<file path="config.mk">
export PLATFORM = sky130hd
export DESIGN_NAME = lfsr_meas_gen_flat
export DESIGN_NICKNAME = d
export VERILOG_FILES = /design/src/rtl/lfsr_meas_gen_if.sv /design/src/rtl/lfsr_meas_gen.sv /design/src/flat_wrapper.sv
export SDC_FILE = /design/constraint.sdc
export NUM_CORES = 1
export LEC_CHECK = 0
export ABC_AREA = 1
export BUFFER_PORTS_ARGS = -buffer_cell sky130_fd_sc_hd__buf_4
export CAP_MARGIN = 10
export CORE_MARGIN = 5
export CORE_UTILIZATION = 48
export CTS_CLUSTER_DIAMETER = 120
export DETAILED_ROUTE_END_ITERATION = 8
export PLACE_DENSITY_LB_ADDON = 0.08
export SYNTH_ARGS = -nofsm -noshare
export SYNTH_HDL_FRONTEND = slang
export SYNTH_SLANG_ARGS = --single-unit
</file>
<file path="constraint.sdc">
create_clock -name sys_clk -period 3.65 [get_ports sys_clk]
set_input_delay 0.1825 -clock sys_clk [delete_from_list [all_inputs] [get_ports sys_clk]]
set_output_delay 0.1825 -clock sys_clk [all_outputs]
set_load 0.005 [all_outputs]
</file>
<file path="src/rtl/lfsr_meas_gen_if.sv">
// Control inputs and symbol/window outputs of the LFSR measurement generator.
// The generator drives outputs through master; the averaging path consumes them through slave.
interface lfsr_meas_gen_if #(
    parameter int LFSR_WID = 22
);
    logic                    run;
    logic                    restart;
    logic                    sym_clk_en;
    logic [1:0]              symbol;
    logic signed [17:0]      sym_val;
    logic                    clr_acc;
    logic                    meas_done;
    logic [7:0]              period_cnt;
    logic [LFSR_WID-1:0]     lfsr_state;

    modport master (
        input  run, restart,
        output sym_clk_en, symbol, sym_val, clr_acc, meas_done, period_cnt, lfsr_state
    );

    modport slave (
        output run, restart,
        input  sym_clk_en, symbol, sym_val, clr_acc, meas_done, period_cnt, lfsr_state
    );
endinterface

</file>
<file path="src/rtl/lfsr_meas_gen.sv">
// Symbol-rate divider, Fibonacci LFSR PAM-4 source and once-per-period
// measurement window (clr_acc / meas_done) for the error-averaging path.
module lfsr_meas_gen #(
    parameter int                     LFSR_WID = 22,
    parameter logic [LFSR_WID-1:0]    TAPS     = 22'h300000,
    parameter logic [LFSR_WID-1:0]    SEED     = 22'h000001,
    parameter int                     SYM_DIV  = 4
) (
    input  logic                 sys_clk,
    input  logic                 reset_n,
    lfsr_meas_gen_if.master      meas
);
    localparam int                DIV_W    = (SYM_DIV > 1) ? $clog2(SYM_DIV) : 1;
    localparam logic [DIV_W-1:0]  DIV_LAST = DIV_W'(SYM_DIV - 1);

    localparam logic signed [17:0] LVL_M3 = -18'sd98304;
    localparam logic signed [17:0] LVL_M1 = -18'sd32768;
    localparam logic signed [17:0] LVL_P1 =  18'sd32768;
    localparam logic signed [17:0] LVL_P3 =  18'sd98304;

    logic [LFSR_WID-1:0] lfsr,       lfsr_d;
    logic [DIV_W-1:0]    div_cnt,    div_d;
    logic                sym_en,     sym_en_d;
    logic                clr_acc,    clr_d;
    logic                meas_done,  meas_d;
    logic [7:0]          period_cnt, period_d;
    logic [LFSR_WID-1:0] lfsr_step;

    // An all-zero register would lock up; it steps back to SEED and counts as a period end.
    assign lfsr_step = (lfsr == '0) ? SEED : {lfsr[LFSR_WID-2:0], ^(lfsr & TAPS)};

    // NOTE: every output of this block gets a default first so no path can infer a latch.
    always_comb begin
        lfsr_d   = lfsr;
        div_d    = div_cnt;
        sym_en_d = 1'b0;
        clr_d    = clr_acc;
        meas_d   = 1'b0;
        period_d = period_cnt;

        if (meas.restart) begin
            lfsr_d   = SEED;
            div_d    = '0;
            clr_d    = 1'b0;
            period_d = '0;
        end else if (meas.run) begin
            if (div_cnt == DIV_LAST) begin
                div_d    = '0;
                sym_en_d = 1'b1;
                lfsr_d   = lfsr_step;
                // Window decisions look at the value being loaded, so clr_acc
                // rises together with the SEED symbol.
                if (lfsr_step == SEED) begin
                    clr_d = 1'b1;
                    if (period_cnt != 8'hFF) period_d = period_cnt + 8'd1;
                end else if (clr_acc) begin
                    clr_d  = 1'b0;
                    meas_d = 1'b1;
                end
            end else begin
                div_d = div_cnt + DIV_W'(1);
            end
        end
    end

    // NOTE: state registers use non-blocking assignments so every flop samples pre-edge values.
    always_ff @(posedge sys_clk or negedge reset_n) begin
        if (!reset_n) begin
            lfsr       <= SEED;
            div_cnt    <= '0;
            sym_en     <= 1'b0;
            clr_acc    <= 1'b0;
            meas_done  <= 1'b0;
            period_cnt <= '0;
        end else begin
            lfsr       <= lfsr_d;
            div_cnt    <= div_d;
            sym_en     <= sym_en_d;
            clr_acc    <= clr_d;
            meas_done  <= meas_d;
            period_cnt <= period_d;
        end
    end

    always_comb begin
        unique case (lfsr[1:0])
            2'b00:   meas.sym_val = LVL_M3;
            2'b01:   meas.sym_val = LVL_M1;
            2'b10:   meas.sym_val = LVL_P1;
            default: meas.sym_val = LVL_P3;
        endcase
    end

    assign meas.sym_clk_en = sym_en;
    assign meas.symbol     = lfsr[1:0];
    assign meas.clr_acc    = clr_acc;
    assign meas.meas_done  = meas_done;
    assign meas.period_cnt = period_cnt;
    assign meas.lfsr_state = lfsr;
endmodule
</file>
<file path="src/flat_wrapper.sv">
// flat-port wrapper written by rule: the top's interface ports become plain ports
module lfsr_meas_gen_flat 
#(
    parameter int                     LFSR_WID = 22,
    parameter logic [LFSR_WID-1:0]    TAPS     = 22'h300000,
    parameter logic [LFSR_WID-1:0]    SEED     = 22'h000001,
    parameter int                     SYM_DIV  = 4
)
  (sys_clk, reset_n, meas_run, meas_restart, meas_sym_clk_en, meas_symbol, meas_sym_val, meas_clr_acc, meas_meas_done, meas_period_cnt, meas_lfsr_state);
  lfsr_meas_gen_if #(.LFSR_WID(LFSR_WID)) meas_i ();
  input  logic sys_clk;
  input  logic reset_n;
  input wire logic [$bits(meas_i.run)-1:0] meas_run;
  input wire logic [$bits(meas_i.restart)-1:0] meas_restart;
  output wire logic [$bits(meas_i.sym_clk_en)-1:0] meas_sym_clk_en;
  output wire logic [$bits(meas_i.symbol)-1:0] meas_symbol;
  output wire logic [$bits(meas_i.sym_val)-1:0] meas_sym_val;
  output wire logic [$bits(meas_i.clr_acc)-1:0] meas_clr_acc;
  output wire logic [$bits(meas_i.meas_done)-1:0] meas_meas_done;
  output wire logic [$bits(meas_i.period_cnt)-1:0] meas_period_cnt;
  output wire logic [$bits(meas_i.lfsr_state)-1:0] meas_lfsr_state;
  assign meas_i.run = meas_run;
  assign meas_i.restart = meas_restart;
  assign meas_sym_clk_en = meas_i.sym_clk_en;
  assign meas_symbol = meas_i.symbol;
  assign meas_sym_val = meas_i.sym_val;
  assign meas_clr_acc = meas_i.clr_acc;
  assign meas_meas_done = meas_i.meas_done;
  assign meas_period_cnt = meas_i.period_cnt;
  assign meas_lfsr_state = meas_i.lfsr_state;
  lfsr_meas_gen #(.LFSR_WID(LFSR_WID), .TAPS(TAPS), .SEED(SEED), .SYM_DIV(SYM_DIV)) u_core (.sys_clk(sys_clk), .reset_n(reset_n), .meas(meas_i));
endmodule
</file>
## Word level (Yosys, flattened, before mapping)

Cells that the tools add are included.

- Flip-flop bits (word level): 35
- Bits in latches: 0
- RAM bits: 0
- Bits in read-only memories: 0
- Bits of input ports: 4
- Output and inout bits: 53
- Memories kept: 0

- $add $sub $neg: 2
- $mul: 0
- Div/mod/pow operators: 0
- Order comparisons: 0
- Eq/ne operators: 5
- Shifts and indexed selects: 0
- Muxes and demuxes: 25
- Bitwise operators: 0
- Reductions and logical operators: 9

Operators with widths:

| operator | number |
|---|---|
| $mux W22 | 4 |
| $pmux W18 S3 | 1 |
| $mux W8 | 5 |
| $eq A22 B1 Y1 const B | 1 |
| $logic_not A22 Y1 | 1 |
| $reduce_xor A22 Y1 | 1 |
| $mux W1 | 12 |
| $add A8 B1 Y8 const B | 1 |
| $ne A8 B8 Y1 const B | 1 |
| $reduce_bool A2 Y1 | 4 |
| $mux W2 | 3 |
| $eq A2 B2 Y1 const B | 2 |
| $reduce_and A4 Y1 | 1 |
| $add A2 B1 Y2 const B | 1 |
| $eq A2 B1 Y1 const B | 1 |
| $logic_not A2 Y1 | 1 |
| $reduce_and A2 Y1 | 1 |

## Depth between registers and ports, before layout

- Depth in word-level cells: 7
- Gate-level depth with buffers: 14
- Mapped depth without buffers: 14

## Least setup slack after synthesis

OpenSTA, ideal clock, no wires.

- Path type: flip-flop to flip-flop
- Start: register u_core.lfsr[20], in the netlist u_core.meas.lfsr_state[20]
- End: register u_core.period_cnt[0], in the netlist u_core.meas.period_cnt[0]
- Library setup time: 0.123 ns
- Arrival time: 1.404 ns
- Path slack: 2.123 ns
- Stages on the path, launching flop included: 14
- Buffers on the path: 0
- Period minus slack after synthesis: 1.527 ns
- Path through: dfrtp_1 -> inv_1 -> ha_1 -> inv_1 -> nor2_1 -> nand2_1 -> nor2_2 -> nand3_1 -> nand2_2 -> nand2_2 -> inv_2 -> nand2_2 -> o21ai_0 -> a21oi_1

- Cells in the longest elaborated chain, start to end: 5
- Elaborated cells between the ends (all ways): 6
- Those cells by class: eq/ne: 1; mux: 1; reduce/logical: 4

RTL lines:

| item | line | source |
|---|---|---|
| start: declaration | lfsr_meas_gen.sv:21 | `logic [LFSR_WID-1:0] lfsr, lfsr_d;` |
| start signal: assignment | lfsr_meas_gen.sv:76 | `lfsr <= lfsr_d;` |
| $reduce_xor A22 Y1 or $logic_not A22 Y1 (tied branches) | lfsr_meas_gen.sv:30 | `assign lfsr_step = (lfsr == '0) ? SEED : {lfsr[LFSR_WID-2:0], ^(lfsr & TAPS)};` |
| $mux W22 * | lfsr_meas_gen.sv:30 |  |
| $eq A22 B1 Y1 * | lfsr_meas_gen.sv:53 | `if (lfsr_step == SEED) begin` |
| $reduce_bool A2 Y1 (no source line) * | -- |  |
| $reduce_and A4 Y1 (no source line) * | -- |  |
| end signal: assignment | lfsr_meas_gen.sv:81 | `period_cnt <= period_d;` |
| end: declaration | lfsr_meas_gen.sv:26 | `logic [7:0] period_cnt, period_d;` |

Every way passes the cells marked *; elsewhere a longest branch is shown, timed or not.
A chain may end at the register's enable or synchronous reset.

## Worst setup path after layout

- Start: register u_core.lfsr[20], in the netlist u_core.meas.lfsr_state[20]
- End: register u_core.period_cnt[7], in the netlist u_core.meas.period_cnt[7]

Same word-level chain as after synthesis.

==> metrics <==
outcome completed; YS warnings 0; crit path capture u_core.meas.period_cnt[7]$_DFFE_PN0P_; nets 279; post-synthesis cell count 234; max_slew headroom 47.5%; crit path launch u_core.meas.lfsr_state[20]$_DFFE_PN0P_; DRC violations left 0; root buf cell clkbuf_8; crit-path cells inv_1 -> ha_1 -> inv_1 -> nor2_1 -> nand2_1 -> nor2_1 -> nand3_1 -> nand2_1 -> nand3_1 -> nor2_1 -> nand3_1 -> nand3_1 -> nand2_1; # IOs 57; row count 22; DRT Wirelength 4170 um; CTS tree done; H-tree levels 2; initial core utilization 50.4%; DIE AREA 5290 um2; CTS resizes 0; CTS Buf Count 5; Hold Crit Class input port to flip-flop; Area contributors post-synth dfrtp_1 45%, o22ai_1 7.6%, inv_1 7.6%; first-pass GRT wire length 6800 um; Setup Skew 0.00615 ns; ys flop type dfrtp_1; pin slew with the least headroom to its limit 0.786 ns; total gr overflow 0; layout cell share with drive strength beyond 1 23.8%; final-report hold violation count 0; top-area cell type share of the netlist area 45.1%; Post-synth EDFFs 0; Mapped Area 1890 um2; average size of a mapped cell 8.07 um2; f_max 0.573 GHz; Clock Tree Buf Depth 2; Layout area overhead 18.8%; Crit path depth 13; hold_buf cts 1; CP delay by family, top simple AND/OR/NAND/NOR gates; FF-to-FF Start u_core.meas.lfsr_state[20]$_DFFE_PN0P_; register bit total from synthesis 35; slack of the worst reg-to-reg path 1.90 ns; clk_lat worst skew 0.28 ns; crit path time final 1.75 ns; Finished Layout Cells 321; most used cell, CP nand3_1; Setup crit end kind flip-flop; postcts setup bufs 0; Multi-input gate area 738 um2; clk slew on worst S/H paths 0.07 ns; pins over their slew limit 0; DP HPWL 3130 um; Req. time, crit path 3.82 ns; DR WL/cell 13.0 um; die height 72.7 um; worst reg-to-reg path cell count 13; post-route clock period utilization 47.8%; critical path class flip-flop to flip-flop; RSZ-0062 raised after global routing no; critical path launch point type flip-flop; commonest cells in the netlist 38 x inv_1, 34 x dfrtp_1, 27 x nor2_1; Port Buf Inserts 40; Detail Route Antenna Nets 0; Max-cap violations 0; crit-path max FO 5; CP max-delay cell dfrtp_1; GRT Overall Usage 16.1%; core box area 3740 um2; Layout fillers 376; vias per inst 4.76; DIE WIDTH 72.7 um; sequential share of the synthesized area 46.5%; PwrDens 321 nW/um2; most common cell in the netlist inv_1; initial antenna violation count 0; DR pass1 iterations 6; largest net degree at the start of global routing 36; Pwr Total 0.000720 W; # setup viols final 0; vias in the first global route 1450; # placed instances 312; setup ws final 1.90 ns; reg2reg end u_core.meas.period_cnt[7]$_DFFE_PN0P_; worst path bufs/invs 2; Worst Path Arrival 1.92 ns; fraction of registers with async set/reset 100%; Synth cell types 27; post-place setup slack 1.89 ns; worst vdd ir 0.000233 V; Setup TNS 0 ns; Max stage delay on crit path 0.38 ns; hold slack 0.102 ns; ANT cells 0; Leak 1.19 nW; routed vias 1527; number of DRC markers in iteration 0 70; routability cong. 0.848; clock sinks 35; area leader, netlist dfrtp_1; Reg area 877 um2
[registers in the layout, indices dropped and copies added, names as in the netlist]
name                    cells
u_core.div_cnt              2
u_core.meas.clr_acc         1
u_core.meas.lfsr_state     22
u_core.meas.meas_done       1
u_core.meas.period_cnt      8
u_core.meas.sym_clk_en      1
[how the worst min path moves through the flow]
stage                       startpoint                                endpoint  slack (ns)  depth (start not counted)
after floorplan                reset_n           u_core.div_cnt[0]$_DFFE_PN0P_       -0.11                          0
after global placement         reset_n  u_core.meas.lfsr_state[11]$_DFFE_PN0P_        0.16                          1
after detailed placement       reset_n  u_core.meas.lfsr_state[11]$_DFFE_PN0P_        0.15                          1
after CTS                     meas_run           u_core.div_cnt[1]$_DFFE_PN0P_         0.1                          2
after global routing      meas_restart        u_core.meas.sym_clk_en$_DFF_PN0_        0.11                          2
final                         meas_run           u_core.div_cnt[1]$_DFFE_PN0P_        0.10                          2
[where the power goes]
group          total (W)  switching, W  internal, W
combinational  0.0000397     0.0000286    0.0000111
clock           0.000286      0.000134     0.000152
sequential      0.000393    0.00000237     0.000391
total           0.000720      0.000165     0.000554
[cell usage in the layout (no fill, tap or decap), types with 4 or more instances in the layout]
cell,netlist,routed
buf_4,18,40
inv_1,38,38
dfrtp_1,34,34
nor2_1,27,27
nand2_1,24,24
o22ai_1,23,23
conb_1,2,16
nand3_1,13,13
nor3_1,7,7
clkbuf_8,0,6
inv_2,5,5
nor2_2,5,5
o21ai_0,5,5
a21oi_1,5,5
nand2_2,4,4
nand4_1,4,4
[cells by family after synthesis]
| family | after synthesis | synth area share, % |
|---|---|---|
| AND/OR/NAND/NOR | 87 | 21.3 |
| buffers and inverters | 68 | 17.2 |
| AO/OA/AOI/OAI | 37 | 11.7 |
| flip-flops | 35 | 46.5 |
| adder cells (fa/ha/maj) | 3 | 1.99 |
| XOR/XNOR | 2 | 0.928 |
| other | 2 | 0.398 |
[cell type report]
class,count,share of cell area (%)
Clock buffer,7,3.85
Multi-Input combinational cell,145,32.9
Timing Repair Buffer,41,13.8
Inverter,44,7.37
Clock inverter,1,0.223
Tap cell,48,2.68
Sequential cell,35,39.1
[routing by layer]
layer	up-vias	GRT usage (%)	share of wire [%]
met5	-	0	0
met4	0	2.46	0.62
met3	4	4.82	6.6
met2	46	24.7	44
met1	685	22.8	49
li1	792	-	-
[per-stage QoR]
stage,utilization [%],cell area (um2)
global placement,57.2,2140
floorplan,-,1940
finish,59.9,2240
CTS,59.9,2240
detailed placement,57.2,2140
global route,59.9,2240
Note: power is estimated with default switching activity, not from simulation.
